==> config.mk <==
export PLATFORM = sky130hd
export DESIGN_NAME = trap_unit
export DESIGN_NICKNAME = d
export VERILOG_FILES = /design/src/rtl/trap_unit.sv
export SDC_FILE = /design/constraint.sdc
export NUM_CORES = 1
export LEC_CHECK = 0
export CAP_MARGIN = 25
export CORE_MARGIN = 1
export CORE_UTILIZATION = 40
export DETAILED_ROUTE_END_ITERATION = 8
export DONT_BUFFER_PORTS = 1
export GPL_TIMING_DRIVEN = 0
export PLACE_DENSITY_LB_ADDON = 0.2
export REMOVE_ABC_BUFFERS = 1
export SETUP_SLACK_MARGIN = 0.02
export SYNTH_ARGS = -nofsm -noshare
export SYNTH_HDL_FRONTEND = slang
export SYNTH_SLANG_ARGS = --single-unit
==> constraint.sdc <==
create_clock -name clk -period 3.84 [get_ports clk]
set_input_delay 0.768 -clock clk [delete_from_list [all_inputs] [get_ports clk]]
set_output_delay 0.768 -clock clk [all_outputs]
set_load 0.02 [all_outputs]
==> src/rtl/trap_unit.sv <==
// Machine-mode trap responder and CSR file: accepts WB trap packets, redirects fetch one
// cycle later, and services Zicsr reads/writes including the 64-bit mcycle/minstret counters.
package trap_pkg;
   typedef enum logic {TRAP_ENTER = 1'b0, TRAP_RETURN = 1'b1} trap_mode_e;

   typedef struct packed {
      logic        valid;
      trap_mode_e  mode;
      logic [31:0] cause;
      logic [31:0] pc;
      logic [31:0] tval;
   } trap_req_t;

   typedef struct packed {
      logic        redirflag;
      logic [31:0] redirpc;
   } trap_res_t;
endpackage

module trap_unit
   import trap_pkg::*;
#(
   parameter logic [31:0] RESET_MTVEC = 32'h0000_0100,
   parameter logic [31:0] HARTID      = 32'd0
) (
   input  logic        clk,
   input  logic        start,
   input  trap_req_t   trap_req_w,
   input  logic        retire_w,
   input  logic        csr_valid_w,
   input  logic [2:0]  csr_funct3_w,
   input  logic [11:0] csr_addr_w,
   input  logic [31:0] csr_wdata_w,
   input  logic        csr_srczero_w,
   output logic [31:0] csr_rdata_w,
   output logic        csr_illegal_w,
   output trap_res_t   trap_res
);
   localparam logic [11:0] A_MSTATUS   = 12'h300;
   localparam logic [11:0] A_MTVEC     = 12'h305;
   localparam logic [11:0] A_MSCRATCH  = 12'h340;
   localparam logic [11:0] A_MEPC      = 12'h341;
   localparam logic [11:0] A_MCAUSE    = 12'h342;
   localparam logic [11:0] A_MTVAL     = 12'h343;
   localparam logic [11:0] A_MCYCLE    = 12'hB00;
   localparam logic [11:0] A_MINSTRET  = 12'hB02;
   localparam logic [11:0] A_MCYCLEH   = 12'hB80;
   localparam logic [11:0] A_MINSTRETH = 12'hB82;
   localparam logic [11:0] A_MVENDORID = 12'hF11;
   localparam logic [11:0] A_MHARTID   = 12'hF14;

   typedef enum logic {IDLE, REDIRECT} state_e;
   state_e state, state_next;

   logic        mie, mpie;
   logic [31:0] mtvec, mepc, mcause, mtval, mscratch, redirpc;
   logic [63:0] mcycle, minstret;

   logic        known, read_only, wants_write, accept, wen;
   logic [31:0] wval;
   logic        unused_imm;

   // The immediate form only changes how WB builds csr_wdata_w.
   assign unused_imm = csr_funct3_w[2];

   always_comb begin
      csr_rdata_w = '0;
      known       = 1'b1;
      case (csr_addr_w)
         A_MSTATUS:   csr_rdata_w = {19'd0, 2'b11, 3'd0, mpie, 3'd0, mie, 3'd0};
         A_MTVEC:     csr_rdata_w = mtvec;
         A_MSCRATCH:  csr_rdata_w = mscratch;
         A_MEPC:      csr_rdata_w = mepc;
         A_MCAUSE:    csr_rdata_w = mcause;
         A_MTVAL:     csr_rdata_w = mtval;
         A_MCYCLE:    csr_rdata_w = mcycle[31:0];
         A_MCYCLEH:   csr_rdata_w = mcycle[63:32];
         A_MINSTRET:  csr_rdata_w = minstret[31:0];
         A_MINSTRETH: csr_rdata_w = minstret[63:32];
         A_MVENDORID: csr_rdata_w = '0;
         A_MHARTID:   csr_rdata_w = HARTID;
         default:     known = 1'b0;
      endcase
   end

   assign read_only     = (csr_addr_w[11:10] == 2'b11);
   assign wants_write   = (csr_funct3_w[1:0] == 2'b01) ||
                          ((csr_funct3_w[1:0] != 2'b00) && !csr_srczero_w);
   assign csr_illegal_w = csr_valid_w && (!known || (read_only && wants_write));
   assign accept        = (state == IDLE) && trap_req_w.valid;
   assign wen           = csr_valid_w && wants_write && !csr_illegal_w && !accept;

   always_comb begin
      case (csr_funct3_w[1:0])
         2'b01:   wval = csr_wdata_w;
         2'b10:   wval = csr_rdata_w | csr_wdata_w;
         2'b11:   wval = csr_rdata_w & ~csr_wdata_w;
         default: wval = csr_rdata_w;
      endcase
   end

   always_ff @(posedge clk) begin
      if (!start) state <= IDLE;
      else        state <= state_next;
   end

   always_comb begin
      state_next = IDLE;
      if (state == IDLE && trap_req_w.valid) state_next = REDIRECT;
   end

   always_ff @(posedge clk) begin
      if (!start) begin
         mie      <= 1'b0;
         mpie     <= 1'b0;
         mtvec    <= RESET_MTVEC & ~32'd3;
         mepc     <= '0;
         mcause   <= '0;
         mtval    <= '0;
         mscratch <= '0;
         redirpc  <= '0;
      end else if (accept) begin
         if (trap_req_w.mode == TRAP_ENTER) begin
            mepc    <= trap_req_w.pc & ~32'd3;
            mcause  <= trap_req_w.cause;
            mtval   <= trap_req_w.tval;
            mpie    <= mie;
            mie     <= 1'b0;
            redirpc <= mtvec;
         end else begin
            mie     <= mpie;
            mpie    <= 1'b1;
            redirpc <= mepc;
         end
      end else if (wen) begin
         case (csr_addr_w)
            A_MSTATUS:  begin mie <= wval[3]; mpie <= wval[7]; end
            A_MTVEC:    mtvec    <= {wval[31:2], 2'b00};
            A_MEPC:     mepc     <= {wval[31:2], 2'b00};
            A_MCAUSE:   mcause   <= wval;
            A_MTVAL:    mtval    <= wval;
            A_MSCRATCH: mscratch <= wval;
            default: ;
         endcase
      end
   end

   // A written half replaces that half and suppresses the increment for the whole counter.
   always_ff @(posedge clk) begin
      if (!start) begin
         mcycle   <= '0;
         minstret <= '0;
      end else begin
         if (wen && csr_addr_w == A_MCYCLE)       mcycle[31:0]  <= wval;
         else if (wen && csr_addr_w == A_MCYCLEH) mcycle[63:32] <= wval;
         else                                     mcycle        <= mcycle + 64'd1;

         if (wen && csr_addr_w == A_MINSTRET)       minstret[31:0]  <= wval;
         else if (wen && csr_addr_w == A_MINSTRETH) minstret[63:32] <= wval;
         else if (retire_w && !accept)              minstret        <= minstret + 64'd1;
      end
   end

   assign trap_res.redirflag = (state == REDIRECT);
   assign trap_res.redirpc   = redirpc;
endmodule

# Word level (Yosys, flattened, before mapping)
# Index checks and enable logic that the tools add are counted.
# totals
mem_bits_rw	0
word_cells	107
mem_count	0
out_inout_bits	66
rom_bits	0
input_bits	150
latch_bits	0
regBits	321
# classes
n_reduce_logical	35
n_eq_ne	19
mul	0
n_div	0
shift	0
n_mux	32
add_sub_neg	2
n_bitwise	6
magnitude_cmp	0
# ops
op	count
32-bit two-way mux	19
32-bit case mux with 10 select lines	1
64-bit by 1-bit adder with 64-bit output (second input constant)	2
32-bit case mux with 3 select lines	1
12-bit by 10-bit == test with 1-bit output (second input constant)	6
12-bit == test (second input constant)	6
64-bit two-way mux	1
32-bit AND	1
32-bit inverter	1
32-bit bitwise OR	1
2-bit nonzero test	8
3-bit AND reduction	5
1-bit logical AND	12
12-bit OR reduction	1
1-bit two-way mux	10
2-bit == test (second input constant)	3
2-bit inequality test (second input constant)	3
2-bit AND reduction	3
1-bit logical NOT	4
1-bit inverter	3
2-bit by 1-bit == test with 1-bit output (second input constant)	1
1-bit logical OR	2

# Depth between registers and ports, before layout
# depth
ltp_word	12
ltp_mapped	12
mapped_depth_nobuf	8

# Least setup slack after synthesis
# No wires, ideal clock.
# synth_timing
kind	input to output
startpoint	input port csr_addr_w[0]
endpoint	output port csr_rdata_w[26]
arrival_ns	2.427
setup_slack_ns	0.645
stages	6
required_ns	3.072
n_path_buf	2
path_cell_list	buf_4 > buf_4 > mux4_2 > and4_1 > a221o_1 > a221o_1
# synth_via
elab_chain_len	2
word_cells_on_any_way	11
classes_between	10 x eq/ne; 1 x mux
# synth_rtl
element	line	rtl
start: declaration	32	input logic [11:0] csr_addr_w,
12-bit == test or 12-bit by 10-bit == test with 1-bit output (tied branches)	69	case (csr_addr_w)
32-bit case mux with 10 select lines *	69	
end: declaration	35	output logic [31:0] csr_rdata_w,
# Every way passes the cells marked *; elsewhere a longest branch is shown, timed or not.

# Worst setup path after layout
# layout_timing
startpoint	input port csr_addr_w[6]
endpoint	output port csr_rdata_w[19]
# The elaborated chain is that of the path after synthesis.

==> impl_metrics.ini <==
[synth]
ys_dominant_reg_cell = dfxtp_1
ys_async_sr_fraction_pct = 0
synth_edf_count = 0
syn_area_per_cell_um2 = 7.79
synth-seq-cells = 317
ys.warnings.count = 0
post_synth_num_cell_types = 92
synth_cells = 2445
synth_area_um2 = 19100
ys_seq_area_share_pct = 33.3

[critical_path]
r2r_start = state
worstPathArrival_ns = 3.08
reg2reg_depth = 8
crit_required_ns = 3.07
start_kind = primary input
rr_endpoint = mcycle[62]
rrSetupSlack_ns = 0.02
worstPathMaxFanout = 13
worst_setup_path_end_kind = primary output
crit_type = primary input to primary output

[die]
die_area_um2 = 48500
initial_core_util_pct = 40.7
std_cell_rows = 79
pin_count = 216
die_h_um = 220
coreArea_um2 = 46800
chipWidth_um = 220

[cells_and_area]
fin_util_pct = 45.6
final_layout_size_suffix_gt1_share_pct = 9.62
final_area_um2 = 21300
nets = 2484
fillers = 4583
area_growth_pct = 11.8

[pwr]
pwr-share-comb_pct = 9.8
power.switching_w = 0.00223
p_clk_share_pct = 47.3
p_int_w = 0.00586
finalPower_w = 0.00810
p_leak_nw = 7.19
swShare_pct = 27.6
power_density_nw_per_um2 = 380
peakVddDrop_mv = 0.270
p_seq_share_pct = 42.9

[route]
wl_per_cell_um = 30.5
dr_total_vias = 20968
routed_wl_um = 90400
routed_via_density = 7.06
drc = 19
ant_nets = 0
drtIter0Drc = 2976
drt_first_pass_iters = 9

[place]
gp_congestion = 0.960
port_buffers = 0
post_dp_cell_area_um2 = 19700
hpwl_um = 63300

[timing]
post-route-period-util_pct = 100
setup_viol = 2
period_minus_slack_ns = 3.85
relSlewSlack_pct = 21.5
tightest_slew_ns = 1.18
clock.fmax_mhz = 260
worst_slack_ns = -0.00733
hold_viol = 0
slew_violations = 0
rsz0062_at_grt = yes
clock_skew_ns = 0.0319

[global_route]
grt_max_degree = 183
grt_pass1_vias = 19316
grt-ovfl-total = 0
grt_pass1_wl_um = 130000
antenna_found_initial = 2
grt_usage_pct = 36.3

[outcome]
status = finished, violations left
failed_checks = design-rule violations, negative setup slack

[clock_network]
clk_root_buffer_cell = clkbuf_16
clk_latency_ns = 0.58
ctsLongestPathBuffers = 3
clock-sinks = 317
cts_buffers = 38
cts_tree = built
clk_pin_slew_ns = 0.06
htree_levels = 2

[worst_hold_path]
whs_endpoint = mtval[10]
hp-class = primary input to register
min_from = trap_req_w[10]
hold_depth = 2

[job]
cap_violations = 0
==> layer usage <==
layer  global-route usage [%]  share of wire [%]  vias up
met3                     11.3                 13      285
li1                         -                  -     9056
met1                     46.9                 39    10175
met2                     55.3                 43     1450
met4                     16.1                4.7        2
met5                        0              0.014        -
==> cell usage after synthesis (9+ instances only) <==
cell type	instances	area, µm²
a211o_1	10	87.6
a211oi_1	72	541
a21o_1	15	113
a21oi_1	186	931
a221oi_1	10	87.6
a22o_1	25	219
a22oi_1	38	285
a2bb2oi_1	9	78.8
a31o_2	9	78.8
a31oi_1	53	332
a32oi_1	12	105
a41oi_1	9	78.8
and2_1	26	163
and3_1	36	225
and4_1	22	193
buf_1	14	52.6
buf_2	47	235
buf_4	16	120
clkbuf_1	142	533
dfxtp_1	317	6350
inv_1	21	78.8
mux2_2	9	101
mux2i_1	73	731
nand2_1	224	841
nand2b_1	10	62.6
nand3_1	141	706
nand4_1	47	294
nor2_1	200	751
nor2b_1	9	56.3
nor3_1	45	225
nor4_1	27	169
o211ai_1	33	248
o21a_1	34	255
o21ai_0	196	981
o221ai_1	17	149
o22ai_1	43	269
o2bb2ai_1	27	236
o31a_1	13	114
o31ai_1	10	75.1
or3_1	20	125
xnor2_1	22	193
xor2_1	16	140
==> power groups by stage <==
| stage | clock (W) | sequential [W] | combinational [W] |
|---|---|---|---|
| floorplan | 0 | 0.00352 | 0.000450 |
| global placement | 0 | 0.00354 | 0.000696 |
| detailed placement | 0 | 0.00354 | 0.000744 |
| CTS | 0.00385 | 0.00347 | 0.000757 |
| global route | 0.00398 | 0.00348 | 0.000826 |
| finish | 0.00383 | 0.00347 | 0.000790 |
==> worst max-delay path, stage by stage <==
cell and delay, ns:
or4_1 0.90, nor3_2 0.51, buf_4 0.31, o2bb2ai_1 0.29, nor2_1 0.09, nand2_1 0.21
==> final cells by class <==
| cell class | instances | area (µm²) | share of cell area, % |
|---|---|---|---|
| sequential | 317 | 6350 | 29.8 |
| tap | 607 | 759 | 3.57 |
| clock buffer | 53 | 1110 | 5.20 |
| clock inverter | 15 | 184 | 0.863 |
| antenna | 1 | 2.50 | 0.0117 |
| timing repair buffer | 67 | 902 | 4.24 |
| multi-input combinational | 1886 | 11900 | 55.9 |
| inverter | 22 | 87.6 | 0.411 |
==> sequential cells by signal, indices dropped and copies added (netlist names) <==
register  count
mie           1
mtvec        30
redirpc      30
mpie          1
state         1
minstret     64
mepc         30
mtval        32
mscratch     32
mcycle       64
mcause       32
==> placed cells by master (no fill, tap or decap), drive strengths merged, types with 12 or more instances in the layout <==
cell type and instances:
a211oi 75, a21o 15, a21oi 186, a22o 25, a22oi 38, a31oi 53
a32oi 12, and2 26, and3 36, and4 22, buf 67, clkbuf 53
dfxtp 317, inv 22, mux2i 73, nand2 225, nand2b 12, nand3 141
nand4 47, nor2 201, nor3 51, nor4 30, o211ai 34, o21a 34
o21ai 203, o221ai 17, o22ai 44, o2bb2ai 27, o31a 13, or3 20
xnor2 22, xor2 16
==> metrics by stage <==
stage | setup TNS, ns | hold WS, ns | setup WS, ns | cells
final | -0.0126 | 0.361 | -0.00733 | 2968
after global routing | -0.0408 | 0.352 | -0.0206 | 2968
after CTS | 0 | 0.349 | 0.0211 | 2957
after detailed placement | -48.87 | 0.446 | -0.783 | 2881
after global placement | -1611.17 | 0.437 | -7.98 | 2830
after floorplan | -396.16 | 0.429 | -2.25 | 2223
==> worst max path at each step <==
| stage | from | endpoint | depth (start not counted) |
|---|---|---|---|
| final | csr_addr_w[6] | csr_rdata_w[19] | 6 |
| after global routing | state | minstret[13] | 9 |
| after CTS | csr_addr_w[1] | csr_rdata_w[26] | 4 |
| after detailed placement | csr_addr_w[10] | minstret[36] | 7 |
| after global placement | csr_addr_w[1] | mcycle[6] | 7 |
| after floorplan | trap_req_w[97] | mepc[20] | 4 |
==> cell families (layout without fill, tap and decap cells) <==
kind of cell               count (synthesis)  count (layout)  share of synthesized area, %
other                                      1               3                        0.0197
DFF                                      317             317                          33.3
xor gates and xnor gates                  38              38                          1.75
AOI/OAI and AO/OA                        893             893                          31.4
muxes                                     88              88                          5.08
and+or+nand+nor                          861             863                          22.7
buffers and inverters                    245             157                          5.61
adders and majority gates                  2               2                         0.131
==> timing repair <==
action,CTS,global route
resized for setup,16,6
buffers inserted,6,7
hold buffers,0,0
setup endpoints to repair,112,33
pin swaps,2,1
gates cloned,2,0
Power figures use the tool's default switching activity.
